--- src/rtl/bram_port_arbiter_pkg.sv ---
// Shared constants and helpers for the BRAM port arbiter.
package bram_port_arbiter_pkg;

  localparam int DATA_W   = 32;
  localparam int ADDR_W   = 9;
  localparam int MAX_ADDR = 500;

  // Ceiling log2, floored at 1 so a requester id always has at least one bit.
  function automatic int clog2(input int n);
    int r;
    r = 0;
    for (int v = n - 1; v > 0; v = v >> 1) r++;
    return (r < 1) ? 1 : r;
  endfunction

endpackage

--- src/rtl/bram_port_arbiter_rr.sv ---
// Combinational round-robin picker: first requester at or after ptr wins.
module rr_arbiter
  import bram_port_arbiter_pkg::*;
#(
  parameter  int N  = 2,
  localparam int IW = clog2(N)
) (
  input  logic [N-1:0]  req,
  input  logic [IW-1:0] ptr,
  output logic [N-1:0]  grant,
  output logic [IW-1:0] grant_idx,
  output logic          any
);

  // Scan priority slots ptr, ptr+1, ... and take the first active request.
  // Inner loop keeps every bit select on a constant index.
  always_comb begin
    grant     = '0;
    grant_idx = '0;
    any       = 1'b0;
    for (int k = 0; k < N; k++) begin
      for (int j = 0; j < N; j++) begin
        if (!any && req[j] && (((int'(ptr) + k) % N) == j)) begin
          any       = 1'b1;
          grant[j]  = 1'b1;
          grant_idx = IW'(j);
        end
      end
    end
  end

endmodule

--- src/rtl/bram_port_arbiter.sv ---
// Shares one simple dual-port BRAM between NUM_REQ requesters with
// independent round-robin arbitration for the write and read ports.
module bram_port_arbiter
  import bram_port_arbiter_pkg::*;
#(
  parameter int NUM_REQ  = 2,
  parameter int ADDR_W   = bram_port_arbiter_pkg::ADDR_W,
  parameter int DATA_W   = bram_port_arbiter_pkg::DATA_W,
  parameter int MAX_ADDR = bram_port_arbiter_pkg::MAX_ADDR
) (
  input  logic                        clk,
  input  logic                        rst,
  input  logic [NUM_REQ-1:0]          req_valid_i,
  input  logic [NUM_REQ-1:0]          req_we_i,
  input  logic [NUM_REQ*ADDR_W-1:0]   req_addr_i,
  input  logic [NUM_REQ*DATA_W-1:0]   req_wdata_i,
  output logic [NUM_REQ-1:0]          req_ready_o,
  output logic [NUM_REQ-1:0]          rsp_valid_o,
  output logic [DATA_W-1:0]           rsp_data_o,
  output logic [NUM_REQ-1:0]          rsp_err_o,
  output logic                        bram_write_en_o,
  output logic [ADDR_W-1:0]           bram_write_addr_o,
  output logic [DATA_W-1:0]           bram_data_o,
  output logic                        bram_read_en_o,
  output logic [ADDR_W-1:0]           bram_read_addr_o,
  input  logic [DATA_W-1:0]           bram_data_i
);

  localparam int IW = clog2(NUM_REQ);

  logic [NUM_REQ-1:0] wr_cand, rd_cand;
  logic [NUM_REQ-1:0] wr_grant, rd_grant;
  logic [IW-1:0]      wr_idx, rd_idx;
  logic               wr_any, rd_any;
  logic [IW-1:0]      wr_ptr, rd_ptr;

  logic [ADDR_W-1:0]  wr_addr, rd_addr;
  logic [DATA_W-1:0]  wr_data;
  logic               wr_oor, rd_oor;

  // One-cycle return pipeline: which requesters were granted, and whether
  // their access was out of range.
  logic [NUM_REQ-1:0] rd_gnt_q, wr_gnt_q;
  logic               rd_err_q, wr_err_q;

  assign wr_cand = req_valid_i & req_we_i;
  assign rd_cand = req_valid_i & ~req_we_i;

  rr_arbiter #(.N(NUM_REQ)) u_wr_arb (
    .req       (wr_cand),
    .ptr       (wr_ptr),
    .grant     (wr_grant),
    .grant_idx (wr_idx),
    .any       (wr_any)
  );

  rr_arbiter #(.N(NUM_REQ)) u_rd_arb (
    .req       (rd_cand),
    .ptr       (rd_ptr),
    .grant     (rd_grant),
    .grant_idx (rd_idx),
    .any       (rd_any)
  );

  // Grants are one-hot within each port, so ready has at most one writer
  // and one reader, and only where the matching valid is set.
  assign req_ready_o = wr_grant | rd_grant;

  // Steer the winners' address and data using the one-hot grants.
  always_comb begin
    wr_addr = '0;
    wr_data = '0;
    rd_addr = '0;
    for (int j = 0; j < NUM_REQ; j++) begin
      if (wr_grant[j]) begin
        wr_addr = req_addr_i[j*ADDR_W +: ADDR_W];
        wr_data = req_wdata_i[j*DATA_W +: DATA_W];
      end
      if (rd_grant[j]) rd_addr = req_addr_i[j*ADDR_W +: ADDR_W];
    end
  end

  assign wr_oor = (wr_addr > ADDR_W'(MAX_ADDR));
  assign rd_oor = (rd_addr > ADDR_W'(MAX_ADDR));

  // Round-robin pointers: advance past the winner on a grant, else hold.
  always_ff @(posedge clk or posedge rst) begin
    if (rst) begin
      wr_ptr <= '0;
      rd_ptr <= '0;
    end else begin
      if (wr_any) wr_ptr <= (wr_idx == IW'(NUM_REQ - 1)) ? '0 : wr_idx + 1'b1;
      if (rd_any) rd_ptr <= (rd_idx == IW'(NUM_REQ - 1)) ? '0 : rd_idx + 1'b1;
    end
  end

  // RAM control registers; out-of-range accesses are accepted but never
  // reach the RAM.
  always_ff @(posedge clk or posedge rst) begin
    if (rst) begin
      bram_write_en_o   <= 1'b0;
      bram_write_addr_o <= '0;
      bram_data_o       <= '0;
      bram_read_en_o    <= 1'b0;
      bram_read_addr_o  <= '0;
    end else begin
      bram_write_en_o <= wr_any & ~wr_oor;
      bram_read_en_o  <= rd_any & ~rd_oor;
      if (wr_any && !wr_oor) begin
        bram_write_addr_o <= wr_addr;
        bram_data_o       <= wr_data;
      end
      if (rd_any && !rd_oor) bram_read_addr_o <= rd_addr;
    end
  end

  // Capture grant owners and range errors for the response edge.
  always_ff @(posedge clk or posedge rst) begin
    if (rst) begin
      rd_gnt_q <= '0;
      wr_gnt_q <= '0;
      rd_err_q <= 1'b0;
      wr_err_q <= 1'b0;
    end else begin
      rd_gnt_q <= rd_grant;
      wr_gnt_q <= wr_grant;
      rd_err_q <= rd_any & rd_oor;
      wr_err_q <= wr_any & wr_oor;
    end
  end

  // Responses one edge after accept; data bus holds between responses and
  // reads zero for an out-of-range read.
  always_ff @(posedge clk or posedge rst) begin
    if (rst) begin
      rsp_valid_o <= '0;
      rsp_err_o   <= '0;
      rsp_data_o  <= '0;
    end else begin
      rsp_valid_o <= rd_gnt_q;
      rsp_err_o   <= (rd_gnt_q & {NUM_REQ{rd_err_q}}) |
                     (wr_gnt_q & {NUM_REQ{wr_err_q}});
      if (|rd_gnt_q) rsp_data_o <= rd_err_q ? '0 : bram_data_i;
    end
  end

endmodule

--- config.mk ---
export PLATFORM = sky130hd
export DESIGN_NAME = bram_port_arbiter
export DESIGN_NICKNAME = d
export VERILOG_FILES = /design/src/rtl/bram_port_arbiter_pkg.sv /design/src/rtl/bram_port_arbiter_rr.sv /design/src/rtl/bram_port_arbiter.sv
export SDC_FILE = /design/constraint.sdc
export NUM_CORES = 1
export LEC_CHECK = 0
export BUFFER_PORTS_ARGS = -buffer_cell sky130_fd_sc_hd__buf_2
export CAP_MARGIN = 20
export CORE_MARGIN = 5
export CORE_UTILIZATION = 47
export CTS_BUF_LIST = sky130_fd_sc_hd__clkbuf_16
export CTS_CLUSTER_DIAMETER = 100
export CTS_CLUSTER_SIZE = 10
export DETAILED_ROUTE_END_ITERATION = 10
export PLACE_DENSITY = 0.88
export SYNTH_ARGS = -nofsm -noshare
export SYNTH_HDL_FRONTEND = slang
export SYNTH_HIERARCHICAL = 1
export SYNTH_SLANG_ARGS = --single-unit
export TNS_END_PERCENT = 20
--- constraint.sdc ---
create_clock -name clk -period 4.41 [get_ports clk]
set_clock_uncertainty 0.15 [all_clocks]
set_input_delay 1.323 -clock clk [delete_from_list [all_inputs] [get_ports clk]]
set_output_delay 1.323 -clock clk [all_outputs]
set_load 0.005 [all_outputs]
==> impl_metrics.yaml, run 1 <==
hold_path:
  hp-class: "register to register"
  holdPathStages: 0
  min_from: "rd_gnt_q[1]"
  hold_path_end: "rsp_valid_o[1]"
cells_and_area:
  final_area_sq_um: 6050
  n_antenna_cell: 0
  drive_gt1_share_pct: 45.8
  fillers: 802
  fin_nets: 728
  area_growth_pct: 32.0
global_route:
  grt_start_max_net_pins: 65
  antenna_found_initial: 0
  gr-total-overflow: 0
  grt_use_total_pct: 21.0
  grt_pass1_vias: 3961
  grt_pass1_wl_mm: 19.4
floorplan:
  io_pins: 210
  die_w_um: 109
  coreArea_sq_um: 9640
  start_util_pct: 47.6
  dieArea_sq_um: 11800
  die_h_um: 109
  rows: 36
timing:
  rsz0062_at_grt: "no"
  max_freq_ghz: 0.260
  drv_slew: 0
  holdWs_ns: 0.312
  setup_viol: 0
  finalHoldViolations: 0
  worstMarginPinSlew_ns: 0.775
  tns_ns: 0
  slew_headroom_pct: 48.3
  min_period_ns: 3.84
  finalCritPeriodShare_pct: 87.1
route:
  vias_per_cell: 5.33
  ant_nets: 0
  drt_iter0_drc: 442
  vias: 3979
  dr.pass1.iters: 5
  drt-total-wl_mm: 12.5
  drc: 0
  routedWlPerCell_um: 16.8
clocking:
  clk_pin_slew_worst_paths_ns: 0.07
  clockRootBuffer: "clkbuf_16"
  cts_buffer_depth: 2
  post_cts_buffers: 0
  clock-sinks: 96
  cts_tree: "yes"
  clk_latency_ns: 0.33
  ctsResizeCount: 0
  htree_levels: 3
  cts_hold_buffers: 0
  cts_buffers: 9
power_and_ir_drop:
  max-vdd-ir-drop_v: 0.000180
  p_seq_share_pct: 46.8
  p_int_w: 0.00163
  pwr-share-clk_pct: 32.3
  p_leak_nw: 3.19
  combPwrFrac_pct: 20.9
  power_density_nw_per_um2: 372
  p_sw_share_pct: 27.9
  p_sw_w: 0.000628
synthesis:
  syn_nets: 528
  avgSynthCellArea_sq_um: 11.2
  ys.flop_type: "dfrtp_1"
  synth.top_cell.area_share_pct: 52.4
  yosysTopAreaCell: "dfrtp_1"
  async_reset_ff_share_pct: 100
  synth_edf_count: 0
  netlist_area_sq_um: 4590
  seq_area_frac_synth_pct: 52.4
  synthDistinctLibCells: 40
  synth_seq_cells: 96
  synthCells: 408
  synth_warnings: 6
  synthTopCellsByArea: "dfrtp_1, mux2_4, a22o_1, nand2_1, nand2b_1"
critical_path:
  path_buf_inv: 3
  r2r-start: "wr_ptr"
  cp.arrival_ns: 2.37
  cp_common_cell: "buf_2"
  slowest_delay_ns: 0.30
  crit_path_max_fanout: 8
  rrSetupSlack_ns: 1.76
  cp_top_family: "simple AND/OR/NAND/NOR gates"
  crit_chain: "buf_2 -> nor2b_1 -> a21boi_1 -> buf_4 -> or2_2 -> buf_2"
  ff2ff_path_depth: 8
  path_class: "input pin to primary output"
  setup.worst_path.end_class: "primary output"
  start_kind: "input pin"
  timing.rr.end: "bram_data_o[24]"
  required_ns: 2.94
  cpMaxStageDelayCell: "or2_2"
place:
  placed_cell_area_sq_um: 5750
  gp_congestion: 0.915
  port_buffers: 209
  dp.final_hpwl_mm: 9.71
job:
  cap_violations: 0
outcome:
  status: "completed"
flip-flops by register name, summed over array words and instances, names as in the netlist:
signal / flops
bram_data_o: 32
bram_read_addr_o: 9
bram_read_en_o: 1
bram_write_addr_o: 9
bram_write_en_o: 1
rd_err_q: 1
rd_gnt_q: 2
rd_ptr: 1
rsp_data_o: 32
rsp_err_o: 2
rsp_valid_o: 2
wr_err_q: 1
wr_gnt_q: 2
wr_ptr: 1
power by group through the flow:
stage | Combinational (W) | Clock (W) | Sequential [W]
after floorplan | 0.000235 | 0 | 0.00107
after global placement | 0.000454 | 0 | 0.00107
after detailed placement | 0.000472 | 0 | 0.00107
after CTS | 0.000474 | 0.000745 | 0.00106
after global routing | 0.000522 | 0.000788 | 0.00107
final | 0.000471 | 0.000727 | 0.00106
kinds of logic after synthesis:
family,Yosys count,synth area share (%)
muxes,36,11.6
and+or+nand+nor,123,14.0
buffers and inverters,35,3.90
AOI/OAI and AO/OA,118,18.2
DFF,96,52.4
per-layer routing:
metal  up-vias  routed length (um)  part of all wire (%)  track usage [%]
met1      1929                5060                    40             27.2
met5         -                   0                     0                0
li1       1844                   -                     -                -
met4         0                 156                   1.2             8.30
met3        16                1180                   9.5             4.97
met2       190                6120                    49             34.1
synth_stat cells (2+ instances only):
cell	instances
a2bb2oi_1	2
a22o_1	38
nand2_1	56
nand2b_1	32
or2_2	4
o21ai_0	38
and3b_1	2
nor2b_1	4
inv_1	5
and2_1	2
nand4b_1	4
or2_1	2
o21a_1	9
a21oi_1	7
a21boi_1	6
o211ai_1	5
nor2_1	5
buf_6	6
mux2_2	2
buf_2	2
dfrtp_1	96
a22oi_1	3
mux2_4	34
clkbuf_1	22
a222oi_1	2
nand3_1	6
layout by cell type (no fill, tap or decap), types with 4 or more instances in the layout:
| cell | netlist | routed |
|---|---|---|
| nand3_1 | 6 | 6 |
| a21boi_1 | 6 | 5 |
| or2_2 | 4 | 4 |
| nor2_1 | 5 | 4 |
| nand4b_1 | 4 | 4 |
| a21oi_1 | 7 | 7 |
| nand2_1 | 56 | 56 |
| o21a_1 | 9 | 9 |
| a22o_1 | 38 | 38 |
| o21ai_0 | 38 | 38 |
| clkbuf_16 | 0 | 9 |
| buf_4 | 0 | 8 |
| dfrtp_1 | 96 | 96 |
| buf_2 | 2 | 209 |
| nand2b_1 | 32 | 32 |
| mux2_4 | 34 | 34 |
| inv_1 | 5 | 5 |
| o211ai_1 | 5 | 5 |
worst reg2reg max path: cells and delay by family, from the launching register on:
family	cells	cell delay, ns
buf+inv	2	0.37
compound gates	4	1.04
simple gates	1	0.23
flops	1	0.38
mux	1	0.37
worst max path at each step:
| stage | cells past startpoint | start | slack (ns) | to |
|---|---|---|---|---|
| floorplan | 6 | req_valid_i[1] | 0.32 | req_ready_o[1] |
| global placement | 5 | req_we_i[1] | 0.65 | req_ready_o[1] |
| detailed placement | 10 | req_we_i[0] | 0.55 | bram_data_o[0] |
| CTS | 5 | req_we_i[0] | 0.61 | req_ready_o[1] |
| global route | 5 | req_we_i[1] | 0.51 | req_ready_o[1] |
| finish | 6 | req_valid_i[1] | 0.57 | req_ready_o[0] |
per-stage QoR:
step	worst slack [ns]	total power, W	util [%]	instances
global placement	0.653	0.00152	59.7	729
global route	0.509	0.00238	62.8	746
finish	0.570	0.00225	62.8	746
CTS	0.608	0.00227	62.6	745
detailed placement	0.550	0.00154	59.7	729
floorplan	0.320	0.00131	-	408
final cells by class:
cell class	instances	area, sq um	share of cell area (%)
multi-input cells	277	2040	33.6
well taps	133	166	2.75
clock buffers	9	225	3.72
inverters	5	21.3	0.351
repair buffers	219	1150	18.9
clock inverters	7	57.6	0.951
flip-flops and latches	96	2400	39.7
No activity file was read; power rests on OpenSTA's default activity.
==> run 2: changes to the inputs <==
--- a/config.mk
+++ b/config.mk
@@ -6,4 +6,5 @@
 export NUM_CORES = 1
 export LEC_CHECK = 0
+export ABC_CLOCK_PERIOD_IN_PS = 4410
 export BUFFER_PORTS_ARGS = -buffer_cell sky130_fd_sc_hd__buf_2
 export CAP_MARGIN = 20
==> constraint.sdc (replaced) <==
create_clock -name clk -period 4.41 [get_ports clk]
set_clock_uncertainty 0.15 [all_clocks]
set_input_delay 0.882 -clock clk [delete_from_list [all_inputs] [get_ports clk]]
set_output_delay 0.882 -clock clk [all_outputs]
set_load 0.005 [all_outputs]
==> impl_metrics.yaml, run 2 (synthesized netlist as in run 1, its figures left out) <==
cells_and_area:
  mostFrequentLayoutCell: "buf_2"
  area_growth_pct: 31.6
  n_antenna_cell: 0
  final_util_pct: 62.7
  fin_nets: 725
  mostFrequentLayoutCells: "buf_2, dfrtp_1, nand2_1"
  reg_top3: "bram_data_o: 32 flops, rsp_data_o: 32 flops"
  final_area_sq_um: 6040
  fillers: 809
  drive_gt1_share_pct: 45.6
critical_path:
  startpoint: "req_we_i[0]"
  slowest_delay_ns: 0.68
  r2r-start: "wr_ptr"
  path_buf_inv: 3
  rrSetupSlack_ns: 1.30
  cp_common_cell: "buf_4"
  crit_end: "bram_data_o[20]"
  ff2ff_path_depth: 8
  path_class: "input pin to register"
  timing.rr.end: "bram_data_o[20]"
  cp_top_family: "compound AO/OA/AOI/OAI gates"
  cp.arrival_ns: 3.56
  required_ns: 4.47
  start_kind: "input pin"
  crit_chain: "buf_2 -> and2_1 -> a21boi_4 -> buf_4 -> nand3_1 -> a222oi_1 -> a21oi_4 -> buf_4 -> mux2_4"
  setup.worst_path.end_class: "register"
  worst-path-stages: 9
  cpMaxStageDelayCell: "a222oi_1"
  crit_path_max_fanout: 50
clocking:
  post_cts_buffers: 0
  ctsResizeCount: 0
  clk_latency_ns: 0.33
  cts_hold_buffers: 0
  cts_buffers: 9
  clk_pin_slew_worst_paths_ns: 0.07
  clock-sinks: 96
  htree_levels: 3
  cts_tree: "yes"
  clockRootBuffer: "clkbuf_16"
  cts_buffer_depth: 2
global_route:
  antenna_found_initial: 0
  grt_pass1_wl_mm: 18.8
  grt_use_total_pct: 20.2
  grt_pass1_vias: 3791
  gr-total-overflow: 0
  grt_start_max_net_pins: 75
timing:
  min_period_ns: 3.50
  setup_viol: 0
  max_freq_ghz: 0.286
  final.setup.worst_slack_ns: 0.908
  finalCritPeriodShare_pct: 79.4
  finalHoldViolations: 0
  drv_slew: 0
  tns_ns: 0
  slew_headroom_pct: 40.6
  rsz0062_at_grt: "no"
  worstMarginPinSlew_ns: 0.891
power_and_ir_drop:
  p_leak_nw: 3.18
  power_density_nw_per_um2: 380
  max-vdd-ir-drop_v: 0.000227
place:
  dp.final_hpwl_mm: 9.43
  pre_cts_slack_ns: 0.181
  placed_cell_area_sq_um: 5710
  port_buffers: 209
  gp_congestion: 0.882
floorplan:
  die_w_um: 109
  coreArea_sq_um: 9640
  dieArea_sq_um: 11800
  io_pins: 210
  rows: 36
  start_util_pct: 47.6
  die_h_um: 109
hold_path:
  hp-class: "register to register"
  holdPathStages: 0
job:
  cap_violations: 0
route:
  dr.pass1.iters: 5
  ant_nets: 0
  drc: 0
  drt-total-wl_mm: 12.3
  vias_per_cell: 5.21
  vias: 3870
  routedWlPerCell_um: 16.6
  drt_iter0_drc: 246
outcome:
  status: "completed"
run 2: cell types whose count changed in the layout (fill, tap and decap cells not counted):
cell,previous run,this run
buf_4,8,5
inv_8,1,0
clkinv_1,0,1
clkinv_2,0,2
inv_1,5,4
buf_12,2,1
bufinv_16,0,1
clkinv_4,3,2
clkinvlp_4,1,0
buf_8,0,1
run 2: how the worst min path moves through the flow:
stage                      startpoint              to  slack, ns
after global routing      rd_gnt_q[0]  rsp_valid_o[0]       0.32
after floorplan           rd_gnt_q[0]  rsp_valid_o[0]       0.23
after CTS                 rd_gnt_q[0]  rsp_valid_o[0]       0.30
after detailed placement  rd_gnt_q[0]  rsp_valid_o[0]       0.29
after global placement    rd_gnt_q[0]  rsp_valid_o[0]       0.29
final                     rd_gnt_q[0]  rsp_valid_o[0]       0.31
run 2: area by class of cell:
class,instances,area (sq um),share of cell area (%)
well taps,133,166,2.76
repair buffers,216,1120,18.5
inverters,5,21.3,0.352
clock inverters,7,70.1,1.16
flip-flops and latches,96,2400,39.8
multi-input cells,277,2040,33.7
clock buffers,9,225,3.73
run 2: where the power goes:
group	internal, W	switching [W]	total [W]
combinational	0.000243	0.000223	0.000466
sequential	0.000992	0.0000638	0.00106
clock	0.000440	0.000332	0.000772
run 2: metal layers:
metal / vias up / track usage, % / share of wire (%)
li1: 1840 / - / -
met1: 1835 / 26.0 / 40
met2: 182 / 33.9 / 49
met3: 13 / 4.85 / 9.4
met4: 0 / 6.31 / 1.0
met5: - / 0 / 0
run 2: metrics by stage:
step           std cells  hold WS, ns  total power [W]
6_report             743        0.306          0.00229
5_1_grt              743        0.321          0.00241
4_1_cts              741        0.305          0.00232
3_5_place_dp         725        0.289          0.00154
3_3_place_gp         725        0.286          0.00152
2_1_floorplan        408        0.226          0.00131
==> run 3: changes to the inputs <==
ABC_AREA = 1   (was not set)
ABC_CLOCK_PERIOD_IN_PS = 3070   (was 4410)
CORE_UTILIZATION = 43   (was 47)
PLACE_DENSITY = 0.85   (was 0.88)
clock period = 3.07 ns   (was 4.41 ns; I/O delays follow)
==> impl_metrics.yaml, run 3 <==
route:
  ant_nets: 0
  drt_iter0_drc: 384
  vias: 4596
  drc: 0
  dr.pass1.iters: 4
  routedWlPerCell_um: 13.9
  drt-total-wl_mm: 13.1
  vias_per_cell: 4.89
clocking:
  htree_levels: 3
  cts_hold_buffers: 0
  post_cts_buffers: 0
  clock-sinks: 96
  clk_latency_ns: 0.33
  clk_pin_slew_worst_paths_ns: 0.07
  ctsResizeCount: 0
  cts_tree: "yes"
  clockRootBuffer: "clkbuf_16"
  cts_buffers: 9
  cts_buffer_depth: 2
outcome:
  status: "completed"
power_and_ir_drop:
  p_leak_nw: 3.68
  power_density_nw_per_um2: 550
  max-vdd-ir-drop_v: 0.000235
hold_path:
  hp-class: "register to register"
synthesis:
  ys.flop_type: "dfrtp_1"
  synthCells: 608
  synth_edf_count: 0
  netlist_top_cells_count: "nand2_1, nand3_1, dfrtp_1, inv_1, clkbuf_1"
  synth_warnings: 6
  synth_seq_cells: 96
  synthTopCellsByArea: "dfrtp_1, nand2_1, nand3_1, inv_1, clkbuf_1"
  netlist_area_sq_um: 4630
  syn_nets: 728
  synthDistinctLibCells: 22
  yosysMostFrequentCell: "nand2_1"
  yosysTopAreaCell: "dfrtp_1"
  avgSynthCellArea_sq_um: 7.61
  seq_area_frac_synth_pct: 51.9
  synth.top_cell.area_share_pct: 51.9
  async_reset_ff_share_pct: 100
critical_path:
  crit_chain: "buf_2 -> nand2_1 -> inv_1 -> a21oi_4 -> buf_4 -> or2_2 -> buf_2"
  cpMaxStageDelayCell: "a21oi_4"
  cp_top_family: "buffers and inverters"
  required_ns: 2.31
  cp_common_cell: "buf_2"
  cp.arrival_ns: 1.79
  slowest_delay_ns: 0.36
  setup.worst_path.end_class: "primary output"
  path_class: "input pin to primary output"
  start_kind: "input pin"
  path_buf_inv: 4
  crit_path_max_fanout: 20
floorplan:
  die_h_um: 114
  coreArea_sq_um: 10400
  die_w_um: 114
  rows: 37
  dieArea_sq_um: 12900
  io_pins: 210
  start_util_pct: 44.4
cells_and_area:
  drive_gt1_share_pct: 30.5
  mostFrequentLayoutCells: "nand2_1, buf_2, nand3_1"
  mostFrequentLayoutCell: "nand2_1"
  reg_top3: "bram_data_o: 32 flops, rsp_data_o: 32 flops"
  fin_nets: 918
  final_util_pct: 58.1
  fillers: 974
  area_growth_pct: 30.8
  n_antenna_cell: 0
global_route:
  grt_pass1_wl_mm: 21.0
  grt_start_max_net_pins: 44
  antenna_found_initial: 0
  grt_use_total_pct: 20.0
  grt_pass1_vias: 4262
  gr-total-overflow: 0
job:
  cap_violations: 0
timing:
  tns_ns: 0
  drv_slew: 0
  finalHoldViolations: 0
  rsz0062_at_grt: "no"
  setup_viol: 0
  worstMarginPinSlew_ns: 1.03
  max_freq_ghz: 0.392
  finalCritPeriodShare_pct: 83.2
  slew_headroom_pct: 31.1
  min_period_ns: 2.55
place:
  dp.final_hpwl_mm: 9.70
  port_buffers: 209
  gp_congestion: 0.855
## run 3: final timing paths
| kind | start | end | slack (ns) | depth (start not counted) |
|---|---|---|---|---|
| max | req_valid_i[1] | req_ready_o[0] | 0.52 | 7 |
| min | rd_gnt_q[0] | rsp_valid_o[0] | 0.24 | 0 |
| max reg2reg | wr_ptr | bram_data_o[28] | 0.73 | 12 |
| min reg2reg | rd_gnt_q[0] | rsp_valid_o[0] | 0.24 | 0 |
| max in group asynchronous | rst | rsp_err_o[1] | 1.91 | 3 |
| min in group asynchronous | rst | bram_data_o[4] | 0.26 | 2 |
## run 3: logic make-up (layout without fill, tap and decap cells)
group           count (synthesis)  count (layout)  synth area share (%)
buf+inv                        71             266                  7.03
flops                          96              96                  51.9
compound gates                 12              12                  1.35
simple gates                  429             429                  39.7
## run 3: worst reg2reg max path: stages (launching register included)
cell and delay [ns]:
dfrtp_1 0.43, nand2_1 0.11, nand2_1 0.09, inv_2 0.06
buf_4 0.34, nand3_1 0.13, nand2_1 0.10, nand3_1 0.10
nor2_2 0.13, nand2_4 0.11, buf_4 0.27, nand3_1 0.13
nand2_1 0.08
## run 3: cell type report
class | instances | area [sq um] | area share, %
Tap cell | 136 | 170 | 2.81
Clock buffer | 9 | 225 | 3.72
Timing Repair Buffer | 221 | 1160 | 19.2
Inverter | 29 | 113 | 1.86
Clock inverter | 7 | 70.1 | 1.16
Sequential cell | 96 | 2400 | 39.7
Multi-Input combinational cell | 441 | 1910 | 31.6
## run 3: where the power goes
part / switching (W) / total, W / internal, W
registers: 0.0000919 / 0.00152 / 0.00143
logic: 0.000402 / 0.000706 / 0.000304
clock network: 0.000467 / 0.00110 / 0.000633
total: 0.000961 / 0.00333 / 0.00237
## run 3: stage by stage
stage / area [sq um] / cells / total power [W] / setup slack (ns) / hold WS [ns]
final: 6050 / 939 / 0.00333 / 0.516 / 0.239
after global routing: 6050 / 939 / 0.00353 / 0.326 / 0.248
after CTS: 6050 / 939 / 0.00338 / 0.509 / 0.241
after global placement: 5760 / 923 / 0.00224 / 0.343 / 0.218
after floorplan: 4630 / 608 / 0.00191 / 0.675 / 0.211
after detailed placement: 5760 / 923 / 0.00226 / 0.300 / 0.218
## run 3: per-layer routing
metal,track usage [%],wire length (um),up-vias
met2,32.7,6260,213
met3,5.57,1300,8
met4,4.97,109,0
li1,-,-,2319
met1,26.3,5390,2056
met5,0,0,-
